`config.mk`:
```
export PLATFORM = sky130hd
export DESIGN_NAME = convolve_fpga_mac_pipe
export DESIGN_NICKNAME = d
export VERILOG_FILES = /design/src/rtl/convolve_fpga_mac_pipe.sv
export SDC_FILE = /design/constraint.sdc
export NUM_CORES = 1
export LEC_CHECK = 0
export CORE_MARGIN = 4
export CORE_UTILIZATION = 50
export CTS_CLUSTER_SIZE = 14
export DETAILED_ROUTE_END_ITERATION = 7
export GPL_ROUTABILITY_DRIVEN = 0
export PLACE_DENSITY = 0.77
export SETUP_SLACK_MARGIN = 0.05
export SYNTH_ARGS = -nofsm -noshare
export SYNTH_HDL_FRONTEND = slang
export SYNTH_SLANG_ARGS = --single-unit
```
`constraint.sdc`:
```
create_clock -name ap_clk -period 4.55 [get_ports ap_clk]
set_clock_uncertainty 0.2 [all_clocks]
set_input_delay 1.365 -clock ap_clk [delete_from_list [all_inputs] [get_ports ap_clk]]
set_output_delay 1.365 -clock ap_clk [all_outputs]
set_load 0.01 [all_outputs]
```
`src/rtl/convolve_fpga_mac_pipe.sv`:
```
// convolve_fpga_mac_pipe: 4-stage signed MAC pipeline. It produces one narrowed sum per TAPS accepted pairs.
// Define CONVOLVE_FPGA_MAC_SAT_EN to saturate on narrowing. Without it, narrowing wraps.
module convolve_fpga_mac_pipe #(
  parameter int A_WIDTH   = 16,
  parameter int B_WIDTH   = 8,
  parameter int B_SIGNED  = 0,
  parameter int ACC_WIDTH = 32,
  parameter int OUT_WIDTH = 16,
  parameter int TAPS      = 9,
  parameter int SHIFT     = 0
) (
  input  logic                 ap_clk,
  input  logic                 ap_rst_n,
  input  logic                 in_valid,
  output logic                 in_ready,
  input  logic [A_WIDTH-1:0]   din0,
  input  logic [B_WIDTH-1:0]   din1,
  output logic                 out_valid,
  input  logic                 out_ready,
  output logic [OUT_WIDTH-1:0] dout,
  output logic                 busy
);
  localparam int PW    = A_WIDTH + B_WIDTH + 1;
  localparam int CNT_W = (TAPS > 1) ? $clog2(TAPS) : 1;
  localparam logic [CNT_W-1:0] LAST_CNT = CNT_W'(TAPS - 1);

  logic                        w_adv;
  logic                        w_accept;
  logic                        w_first;
  logic                        w_last;
  logic signed [B_WIDTH:0]     w_b_ext;
  logic signed [PW-1:0]        w_prod;
  logic signed [ACC_WIDTH-1:0] w_prod_ext;
  logic signed [ACC_WIDTH-1:0] w_shift;
  logic [OUT_WIDTH-1:0]        w_narrow;

  logic [CNT_W-1:0]            r_cnt;
  logic                        r_s1_valid, r_s1_first, r_s1_last;
  logic signed [A_WIDTH-1:0]   r_s1_a;
  logic signed [B_WIDTH:0]     r_s1_b;
  logic                        r_s2_valid, r_s2_first, r_s2_last;
  logic signed [PW-1:0]        r_s2_prod;
  logic                        r_s3_valid, r_s3_last;
  logic signed [ACC_WIDTH-1:0] r_acc;

  // The whole pipe freezes only while a finished result waits for the consumer.
  assign w_adv    = !(out_valid && !out_ready);
  assign in_ready = w_adv;
  assign w_accept = in_valid && w_adv;
  assign w_first  = (r_cnt == '0);
  assign w_last   = (r_cnt == LAST_CNT);

  assign w_b_ext    = (B_SIGNED != 0) ? $signed({din1[B_WIDTH-1], din1}) : $signed({1'b0, din1});
  assign w_prod     = PW'(r_s1_a) * PW'(r_s1_b);
  assign w_prod_ext = ACC_WIDTH'(r_s2_prod);
  assign w_shift    = r_acc >>> SHIFT;

  always_comb begin
    w_narrow = OUT_WIDTH'(w_shift);
`ifdef CONVOLVE_FPGA_MAC_SAT_EN
    // The value fits only when the bits above the output sign bit all repeat that sign bit.
    if (!((&w_shift[ACC_WIDTH-1:OUT_WIDTH-1]) || !(|w_shift[ACC_WIDTH-1:OUT_WIDTH-1]))) begin
      w_narrow = w_shift[ACC_WIDTH-1] ? {1'b1, {(OUT_WIDTH-1){1'b0}}}
                                      : {1'b0, {(OUT_WIDTH-1){1'b1}}};
    end
`else
    w_narrow = OUT_WIDTH'(w_shift);
`endif
  end

  always_ff @(posedge ap_clk or negedge ap_rst_n) begin
    if (!ap_rst_n) begin
      r_cnt      <= '0;
      r_s1_valid <= 1'b0;
      r_s1_first <= 1'b0;
      r_s1_last  <= 1'b0;
      r_s1_a     <= '0;
      r_s1_b     <= '0;
      r_s2_valid <= 1'b0;
      r_s2_first <= 1'b0;
      r_s2_last  <= 1'b0;
      r_s2_prod  <= '0;
      r_s3_valid <= 1'b0;
      r_s3_last  <= 1'b0;
      r_acc      <= '0;
      out_valid  <= 1'b0;
      dout       <= '0;
    end else if (w_adv) begin
      if (w_accept) begin
        r_cnt <= w_last ? '0 : r_cnt + CNT_W'(1);
      end

      r_s1_valid <= in_valid;
      if (in_valid) begin
        r_s1_first <= w_first;
        r_s1_last  <= w_last;
        r_s1_a     <= $signed(din0);
        r_s1_b     <= w_b_ext;
      end

      r_s2_valid <= r_s1_valid;
      if (r_s1_valid) begin
        r_s2_first <= r_s1_first;
        r_s2_last  <= r_s1_last;
        r_s2_prod  <= w_prod;
      end

      // A first-tagged product restarts the sum, so windows can follow each other with no clear cycle.
      r_s3_valid <= r_s2_valid;
      if (r_s2_valid) begin
        r_s3_last <= r_s2_last;
        r_acc     <= r_s2_first ? w_prod_ext : r_acc + w_prod_ext;
      end

      if (r_s3_valid && r_s3_last) begin
        out_valid <= 1'b1;
        dout      <= w_narrow;
      end else begin
        out_valid <= 1'b0;
      end
    end
  end

  assign busy = r_s1_valid || r_s2_valid || r_s3_valid || out_valid || (r_cnt != '0);

endmodule

```
# Yosys cells after proc, flatten, opt, wreduce, memory -nomap -nowiden
# Cells that the tools add are included.
# totals
word_cells	39
regBits	110
inputBits	28
# classes
n_mul	1
addsub	2
bitwise	1
reduce_logical	16
eq_ne	1
muxes	3
# op_table
op	count
32-bit by 25-bit adder with 32-bit output	1
32-bit 2-to-1 mux	1
16-bit by 9-bit multiplier with 25-bit output	1
2-bit AND reduction	5
4-bit by 1-bit adder with 4-bit output, second input constant	1
4-bit == test, second input constant	1
4-bit logical NOT	1
1-bit logical OR	4
4-bit 2-to-1 mux	1
4-bit nonzero test	1
1-bit logical AND	3
1-bit logical NOT	2
1-bit 2-to-1 mux	1
1-bit inverter	1

# Depth between registers and ports, before layout
# Gate-level depths: netlist of run 1.
# logic_depth
depth_word	5
mapped_depth	19
depth_no_buf	17

# Worst setup path before layout of run 1
# Ideal clock, no wire load.
# synth_timing
kind	register to register
start	register r_s1_b[0]
end	register r_s2_prod[14]
stages_incl_launch_ff	19
required_ps	4221
arrival_time_ps	4528
path_buffers	2
setup_slack_ps	-306
synth_period_minus_slack_ps	4856
setup_ps	129
cell_sequence	dfrtp_1 -> clkbuf_1 -> clkbuf_1 -> nand2_1 -> fa_1 -> inv_1 -> fa_1 -> ha_1 -> inv_1 -> fa_1 -> inv_1 -> fa_1 -> a21o_1 -> a21oi_1 -> o21bai_1 -> a21o_1 -> a2111oi_0 -> nor4_1 -> nand3b_1
# synth_between
elab_chain_len	1
# synth_lines
item	line_no	source
start: declaration	40	logic signed [B_WIDTH:0] r_s1_b;
start signal: assignment	98	r_s1_b <= w_b_ext;
16-bit by 9-bit multiplier with 25-bit output	54	assign w_prod = PW'(r_s1_a) * PW'(r_s1_b);
end signal: assignment	105	r_s2_prod <= w_prod;
end: declaration	42	logic signed [PW-1:0] r_s2_prod;
# No other way between the ends.
# A chain may end at the register's enable or synchronous reset.

# Worst setup path after layout of run 1
# layout_timing
start	register r_s1_b[1]
end	register r_s2_prod[14]
# Same word-level chain as after synthesis.

==> results.md, run 1 <==
* CTS tree: yes
* Layout Nets at 926
* Worst relative slew slack at 37.72%
* Synth Area in Adders at 26.14%
* Share of layout cells above drive strength 1 at 20.65%
* Clock root buffer: clkbuf_16
* XOR/XNOR Fraction of Synth Area at 3.770%
* Final Hold Viols at 0
* Synth Area in Simple Gates at 15.13%
* Non-Filler Instances at 970
* Worst setup path startpoint: r_s1_b[1]$_DFFE_PN0P_
* Nature of the critical path endpoint: flop
* Storage cell area at 2143 um2
* Sequential area share after synthesis at 30.52%
* Clock sink count at 85
* H-tree level count at 3
* IO Port Bufs at 46
* Remaining antenna violation count at 0
* Critical path type: flop to flop
* Die height at 126.1 um
* Ys flop type: dfrtp_1
* Critical R2R Launch: r_s1_b[1]$_DFFE_PN0P_
* Slew Viols, Final at 0
* Worst EP required at 4590 ps
* ANT cells at 0
* Ys async rst share at 100.0%
* Final setup viols at 1
* Worst Hold Class: flop to flop
* Starting Density at 51.80%
* Worst-path clk slew at 70 ps
* Die area at 15,890 um2
* Total CTS buffers at 9
* Row count at 42
* Outcome: finished, violations left
* Longest Clk Path Bufs at 2
* Largest stage delay, worst path at 520 ps
* Setup crit start kind: flop
* Post-DP HPWL at 11.33 mm
* Antenna violations before repair at 0
* Synth-to-layout area growth at 20.41%
* Worst path cell trace: buf_4, and2_1, fa_2, ha_4, ha_1, inv_1, fa_1, inv_1, ha_4, fa_2, a21o_1, a21oi_2, o21bai_1, a21o_1, a2111oi_4, nor4_2, nand3b_1
* WP depth at 17
* Yosys top cell by area: dfrtp_1
* Final period utilization at 100.7%
* CP max FO at 7
* Top Ports at 47
* CP max-delay cell: fa_1
* Mapped Area at 6969 um2
* Unrepaired setup endpoints after global routing: true
* Syn avg cell area at 9.761 um2
* Die width at 126.1 um
* Actual slew at the worst max-slew pin at 931.9 ps
* Yosys warns at 0
* Worst endpoint data arrival time at 4620 ps
* Synth Register Bits at 85
* Worst r2r path cells at 17
* Failing checks: negative setup slack
* DRT iter0 DRCs at 358
* Via density at 5.500
* Worst hold path stage count at 2
* Dpl ws at -92.84 ps
* GRT Resource Usage Total at 20.35%
* Leading post-synthesis cells by cell area: dfrtp_1 31%, fa_1 18%, ha_1 8.6%
* Hold buffers post-CTS at 0
* Worst path bufs/invs at 3
* Share of Yosys cell area claimed by the top area cell type at 30.52%
* Number of synthesized flops with an enable pin at 0
* Synthesized instance count at 714
* Synth Area in Compound Gates at 9.372%
* Pin count of the biggest net entering global routing at 64
* Hold path startpoint: r_s3_last$_DFFE_PN0P_
* Syn_nets at 851
* Via count at 5,335
* Max-capacitance violation count at 0
* Placed cells at 938
* Number of global-route vias before repair at 5,522
* Main combinational cell family by area after synthesis: adder cells
* Core area at 13,450 um2
* Remaining Overflow, GRT at 0
* Distinct cells, synth at 57
* Remaining DRCs at 0
* Final WS setup at -30.75 ps
* WL final at 15.88 mm
* Min cycle time layout at 4581 ps
* Fillers at 1,061
* First-pass GRT wire length at 26.39 mm
* Largest delay contributor family on the critical path: adder cells
* Avg WL per Cell at 16.38 um
* Clock Latency Late Sink at 360 ps
* Peak Freq at 218.3 MHz
* Post-synthesis mux area share at 8.384%
* First-pass DRT Iterations at 6
* Area of the multi-input gates at 4526 um2
-- cell usage after synthesis, types with 4 or more instances --
library cell	n
xor2_1	11
mux2_2	51
a21oi_1	28
a31oi_1	5
a211oi_1	4
clkbuf_1	20
nor3_1	9
o21bai_1	4
nand2_1	103
and2_1	46
nor2_1	16
inv_1	98
nor3b_1	4
ha_1	48
nand3_1	11
and3_1	4
xnor2_1	19
dfrtp_1	85
o21a_1	4
fa_1	61
a21o_1	6
o21ai_0	28
-- area by class of cell --
cell class | count | area share [%]
clock buffer | 10 | 2.848
clock inverter | 6 | 1.088
inverter | 99 | 4.428
multi-input combinational | 506 | 53.93
sequential | 85 | 25.54
tap | 176 | 2.624
timing repair buffer | 88 | 9.542
-- flip-flops by register name, indices dropped and copies added (netlist names) --
signal	flops
dout	16
r_acc	16
r_s1_a	16
r_s2_prod	16
r_s1_b	8
r_cnt	4
out_valid	1
r_s1_first	1
r_s1_last	1
r_s1_valid	1
r_s2_first	1
r_s2_last	1
r_s2_valid	1
r_s3_last	1
r_s3_valid	1
-- per-stage QoR --
step / instance area, um2 / hold WS, ps / setup TNS, ps / utilization [%]
floorplan: 7010 / 233.1 / 0 / -
global placement: 7759 / 257.8 / 0 / 57.67
detailed placement: 7759 / 278.1 / -143.7 / 57.67
CTS: 8174 / 293.2 / 0 / 60.76
global route: 8392 / 320.6 / -568.3 / 62.38
finish: 8392 / 284.9 / -30.75 / 62.38
-- timing repair --
action,4_1_cts,5_1_grt
gates resized for setup,18,35
setup endpoints to repair,4,5
pin swaps,6,32
buffers inserted,3,13
-- cells in the final DEF (no fill, tap or decap), drive strengths merged, types with 11 or more instances in the layout --
master	count
xnor2	19
fa	61
clkdlybuf4s50	45
buf	42
ha	48
xor2	11
and2	46
dfrtp	85
nor2	16
mux2	51
inv	100
o21ai	30
a21oi	28
nand2	103
nand3	11
clkbuf	11
-- cell families (layout without fill, tap and decap cells) --
group                    count (synthesis)  after routing
AO/OA/AOI/OAI                          100            100
AND/OR/NAND/NOR                        215            215
XOR/XNOR                                30             30
adder cells (fa/ha/maj)                109            109
multiplexers                            52             52
buffers and inverters                  123            203
flip-flops                              85             85
-- worst register-to-register path, stage by stage (launching register included) --
cell and delay (ps):
dfrtp_2 470, buf_4 160, and2_1 150, fa_2 390, ha_4 250, ha_1 290, inv_1 60, fa_1 520
inv_1 60, ha_4 170, fa_2 370, a21o_1 210, a21oi_2 160, o21bai_1 90, a21o_1 230, a2111oi_4 410
nor4_2 80, nand3b_1 190
-- metal layers --
layer | up-vias | share of wire (%) | GRT usage [%] | routed length, um
met5 | - | 0 | 0 | 0
met1 | 2645 | 43 | 26.39 | 6904
li1 | 2487 | - | - | -
met2 | 153 | 49 | 34.15 | 7764
met4 | 0 | 3.4 | 6.877 | 535
met3 | 50 | 4.3 | 4.234 | 680
-- path summary, 6_finish.rpt --
check | slack (ps) | endpoint
min in group asynchronous | 880 | r_s1_a[2]$_DFFE_PN0P_
hold / removal | 280 | r_s3_last$_DFFE_PN0P_
hold reg to reg | 280 | r_s3_last$_DFFE_PN0P_
setup / recovery | -30 | r_s2_prod[14]$_DFFE_PN0P_
setup reg to reg | -30 | r_s2_prod[14]$_DFFE_PN0P_
max in group asynchronous | 2440 | r_s1_b[3]$_DFFE_PN0P_
Power of run 1 is not shown: default switching activity piles up to over one toggle a cycle in this logic, so the estimate is an artifact.
==> run 2: changes to the inputs <==
- CAP_MARGIN: default -> 20
- GPL_TIMING_DRIVEN: default -> 0
- PLACE_DENSITY: 0.77 -> 0.79
==> run 2 against run 1 <==
The flow now finishes without violations. Die area is the same. Clock-buffer cell count grew 2. Critical path depth unchanged. Highest routed layer unchanged. Cell area is 0.13% lower. Register-to-register slack better by 70 ps. Worst hold slack gained 4.6 ps. Utilization shrank 0.084 points.
==> results.md, run 2 (synthesis gave the netlist of run 1 again) <==
* Outcome: completed
* Area of the multi-input gates at 4512 um2
* CP max FO at 4
* Setup crit start kind: flop
* Worst relative slew slack at 61.08%
* H-tree level count at 3
* Synth-to-layout area growth at 20.25%
* Via count at 5,256
* Final Cell Area at 8381 um2
* Total CTS buffers at 9
* Die height at 126.1 um
* IO Port Bufs at 46
* Via density at 5.402
* ANT cells at 0
* Unrepaired setup endpoints after global routing: true
* Row count at 42
* Placed cells at 937
* Peak Freq at 221.7 MHz
* Final period utilization at 99.13%
* Starting Density at 51.80%
* Remaining DRCs at 0
* Clock sink count at 85
* First-pass GRT wire length at 25.76 mm
* Non-Filler Instances at 973
* Worst r2r path cells at 17
* Worst EP required at 4560 ps
* Dpl ws at -297.1 ps
* GRT Resource Usage Total at 19.79%
* Number of global-route vias before repair at 5,487
* First-pass DRT Iterations at 4
* Pin count of the biggest net entering global routing at 56
* Storage cell area at 2140 um2
* Most frequent cells in the layout: 100 x nand2_1, 94 x inv_1, 75 x dfrtp_1
* Actual slew at the worst max-slew pin at 581.7 ps
* Commonest non-fill, non-tap cell in the layout: nand2_1
* Final Hold Viols at 0
* Final WS setup at 39.42 ps
* Setup TNS at 0 ps
* Antenna violations before repair at 0
* DRT iter0 DRCs at 302
* Post-DP Area at 7716 um2
* Final setup viols at 0
* Longest Clk Path Bufs at 2
* Worst endpoint data arrival time at 4520 ps
* Remaining antenna violation count at 0
* Clock Latency Late Sink at 350 ps
* Die area at 15,890 um2
* Fillers at 1,060
* Avg WL per Cell at 15.83 um
* Remaining Overflow, GRT at 0
* Worst hold path stage count at 2
* Clock root buffer: clkbuf_16
* WL final at 15.40 mm
* Top Ports at 47
* Critical path type: flop to flop
* Share of layout cells above drive strength 1 at 18.32%
* CTS tree: yes
* Core area at 13,450 um2
* Worst-path clk slew at 70 ps
* Max-capacitance violation count at 0
* Nature of the critical path endpoint: flop
* Post-DP HPWL at 10.93 mm
* Die width at 126.1 um
* Min cycle time layout at 4511 ps
* Slew Viols, Final at 0
* Worst Hold Class: flop to flop
* Layout Nets at 929
==> run 2: per-layer routing <==
| layer | GRT usage [%] | vias to the layer above | share of wire (%) | routed length, um |
|---|---|---|---|---|
| li1 | - | 2492 | - | - |
| met1 | 26.38 | 2604 | 45 | 6860 |
| met2 | 32.33 | 128 | 49 | 7476 |
| met3 | 3.472 | 32 | 4.3 | 657 |
| met4 | 7.697 | 0 | 2.7 | 410 |
| met5 | 0 | - | 0 | 0 |
==> run 2: cell type report <==
cell class / instances / share of cell area, %
Timing Repair Buffer: 71 / 8.286
Buffer: 20 / 1.851
Clock inverter: 4 / 0.3583
Tap cell: 176 / 2.628
Clock buffer: 12 / 3.061
Inverter: 99 / 4.449
Sequential cell: 85 / 25.53
Multi-Input combinational cell: 506 / 53.84
==> run 2: repair_timing <==
action	CTS	global route
hold buffers	0	0
cloned	0	1
setup buffers	10	13
pin swaps	13	25
setup endpoints to repair	7	7
gates resized for setup	26	33
==> run 2: worst max-delay path: stages (launching register included) <==
cell      delay [ps]
dfrtp_2          420
buf_6            140
nand2_2           60
fa_1             550
inv_1             50
fa_1             470
inv_1             50
fa_1             470
fa_1             540
inv_2             50
ha_4             270
o21ai_2           50
o21bai_1         190
a31o_2           230
nand4_1          120
a31oi_1          280
xnor2_1          160
o21ai_1           70
==> run 2: path summary, 6_finish.rpt <==
check	start	end	slack, ps
setup / recovery	r_s1_b[2]$_DFFE_PN0P_	r_s2_prod[15]$_DFFE_PN0P_	40
hold / removal	r_s1_last$_DFFE_PN0P_	r_s1_last$_DFFE_PN0P_	290
setup reg to reg	r_s1_b[2]$_DFFE_PN0P_	r_s2_prod[15]$_DFFE_PN0P_	40
hold reg to reg	r_s1_last$_DFFE_PN0P_	r_s1_last$_DFFE_PN0P_	290
max in group asynchronous	ap_rst_n	r_s2_prod[15]$_DFFE_PN0P_	2780
min in group asynchronous	ap_rst_n	r_s1_a[2]$_DFFE_PN0P_	760
==> run 2: metrics by stage <==
step / hold WS, ps / util (%)
detailed placement: 278.3 / 57.36
global route: 320.8 / 62.30
floorplan: 233.1 / -
CTS: 297.4 / 60.74
global placement: 262.2 / 57.17
finish: 289.5 / 62.30
Power of run 2 is left out for the same reason.
==> run 3: changes to the inputs <==
- CORE_UTILIZATION: 50 -> 55
- PLACE_DENSITY: 0.79 -> 0.85
==> run 3 against run 2 <==
Wire length increased by 5.7%. Register-to-register slack got worse by 30 ps. Critical path type unchanged. Sequential share of layout area is 0.12 points higher. Die area down 8.5%. Worst setup slack got worse by 32 ps. Utilization is 6.0 points higher. Critical endpoint is now r_s2_prod[14]$_DFFE_PN0P_. Maximum frequency down 0.70%. Worst hold slack about the same. First-iteration DRC count grew 33%. Critical path depth rose by 1. Clock-buffer cell count shrank 2.
==> results.md, run 3 (synthesis gave the netlist of run 1 again) <==
* Setup crit start kind: flop
* Via density at 5.673
* Worst-path clk slew at 60 ps
* Final core occ at 68.31%
* Peak Freq at 220.1 MHz
* Max-capacitance violation count at 0
* Reg2reg setup slack at 7 ps
* DRT iter0 DRCs at 402
* CP max FO at 5
* Die height at 120.6 um
* Die width at 120.6 um
* Hold Slack at 289.4 ps
* Core area at 12,210 um2
* Final WS setup at 7.411 ps
* Largest stage delay, worst path at 490 ps
* Non-Filler Instances at 956
* Worst Hold Class: flop to flop
* Worst hold path stage count at 2
* Most frequent cells in the layout: 99 x nand2_1, 92 x inv_1, 75 x dfrtp_1
* H-tree level count at 3
* Post-DP HPWL at 11.73 mm
* WL final at 16.28 mm
* Remaining antenna violation count at 0
* Critical path type: flop to flop
* CTS tree: yes
* Starting Density at 57.07%
* Worst r2r path cells at 18
* CP max-delay cell: fa_1
* Slew Viols, Final at 0
* GRT Resource Usage Total at 23.69%
* Commonest non-fill, non-tap cell in the layout: nand2_1
* Clock root buffer: clkbuf_16
* IO Port Bufs at 46
* Clock sink count at 85
* Pin count of the biggest net entering global routing at 45
* Number of global-route vias before repair at 5,901
* Synth-to-layout area growth at 19.69%
* First-pass GRT wire length at 27.50 mm
* Unrepaired setup endpoints after global routing: true
* Top Ports at 47
* Via count at 5,423
* Remaining Overflow, GRT at 0
* Largest delay contributor family on the critical path: adder cells
* Final Hold Viols at 0
* Hold path startpoint: r_s3_last$_DFFE_PN0P_
* Nature of the critical path endpoint: flop
* Remaining DRCs at 0
* Actual slew at the worst max-slew pin at 610.9 ps
* Die area at 14,540 um2
* Outcome: completed
* Clock Latency Late Sink at 360 ps
* Longest Clk Path Bufs at 2
* Worst endpoint data arrival time at 4570 ps
* First-pass DRT Iterations at 5
* Layout Nets at 921
* Final period utilization at 99.84%
* Share of layout cells above drive strength 1 at 17.89%
* Most used cell, CP: fa_1
* ANT cells at 0
* Min cycle time layout at 4543 ps
* R2r endpoint: r_s2_prod[14]$_DFFE_PN0P_
* Worst EP required at 4580 ps
* Row count at 40
* Critical R2R Launch: r_s1_b[0]$_DFFE_PN0P_
* Worst relative slew slack at 59.13%
* Hold path endpoint: r_s3_last$_DFFE_PN0P_
* Avg WL per Cell at 17.03 um
* Worst path bufs/invs at 5
* Dpl ws at -344.4 ps
* Placed cells at 929
* Worst path cell trace: clkbuf_8, clkbuf_16, nand2_2, fa_1, inv_1, fa_1, ha_1, inv_2, fa_1, inv_2, fa_2, a21o_1, a21oi_4, o21bai_1, a21o_1, a2111oi_4, nor4_1, nand3b_1
* Final setup viols at 0
* Antenna violations before repair at 0
* Total CTS buffers at 9
run 3: cell types whose count changed in the layout (fill, tap and decap cells not counted), moves of 2 or more:
| cell | delta |
|---|---|
| buf_4 | -6 |
| bufinv_16 | +2 |
| ha_1 | +2 |
| ha_2 | -2 |
| inv_1 | -2 |
| inv_2 | +2 |
run 3: final cells by class:
class                           instances  area (um2)
Buffer                                 20       162.7
Clock buffer                           10       229.0
Clock inverter                          5       85.08
Fill cell                             870        3870
Inverter                               99       372.9
Multi-Input combinational cell        506        4529
Sequential cell                        85        2140
Tap cell                              168       210.2
Timing Repair Buffer                   63       613.1
run 3: how the worst max path moves through the flow:
stage	cells past startpoint	slack (ps)	start	to
2_1_floorplan	17	70	r_s1_b[2]$_DFFE_PN0P_	r_s2_prod[14]$_DFFE_PN0P_
3_3_place_gp	1	-1130	ap_rst_n	r_s2_prod[12]$_DFFE_PN0P_
3_5_place_dp	16	-340	r_s1_b[3]$_DFFE_PN0P_	r_s2_prod[14]$_DFFE_PN0P_
4_1_cts	18	20	r_s1_b[0]$_DFFE_PN0P_	r_s2_prod[14]$_DFFE_PN0P_
5_1_grt	18	-170	r_s1_b[0]$_DFFE_PN0P_	r_s2_prod[13]$_DFFE_PN0P_
6_report	18	7	r_s1_b[0]$_DFFE_PN0P_	r_s2_prod[14]$_DFFE_PN0P_
run 3: worst min-delay path, stage by stage (launching register included):
cell	delay, ps
dfrtp_1	340
nand2_1	50
nand2_1	60
run 3: repair_timing:
action | 4_1_cts | 5_1_grt
gates resized for setup | 25 | 32
gates cloned | 0 | 1
hold buffers | 0 | 0
buffers inserted | 9 | 6
endpoints found under the setup margin | 7 | 7
pin swaps | 13 | 33
run 3: through the flow:
stage / setup TNS [ps] / instance area, um2
floorplan: 0 / 7010
global placement: -96060 / 7681
detailed placement: -1522 / 7706
CTS: 0 / 8175
global route: -693.9 / 8342
finish: 0 / 8342
run 3: layer usage:
metal	share of wire, %	global-route usage (%)	up-vias
met5	0	0	-
met4	2.1	9.065	0
met3	5.0	4.958	32
met2	51	40.76	196
met1	42	29.33	2718
li1	-	-	2477
Power of run 3 is left out for the same reason.
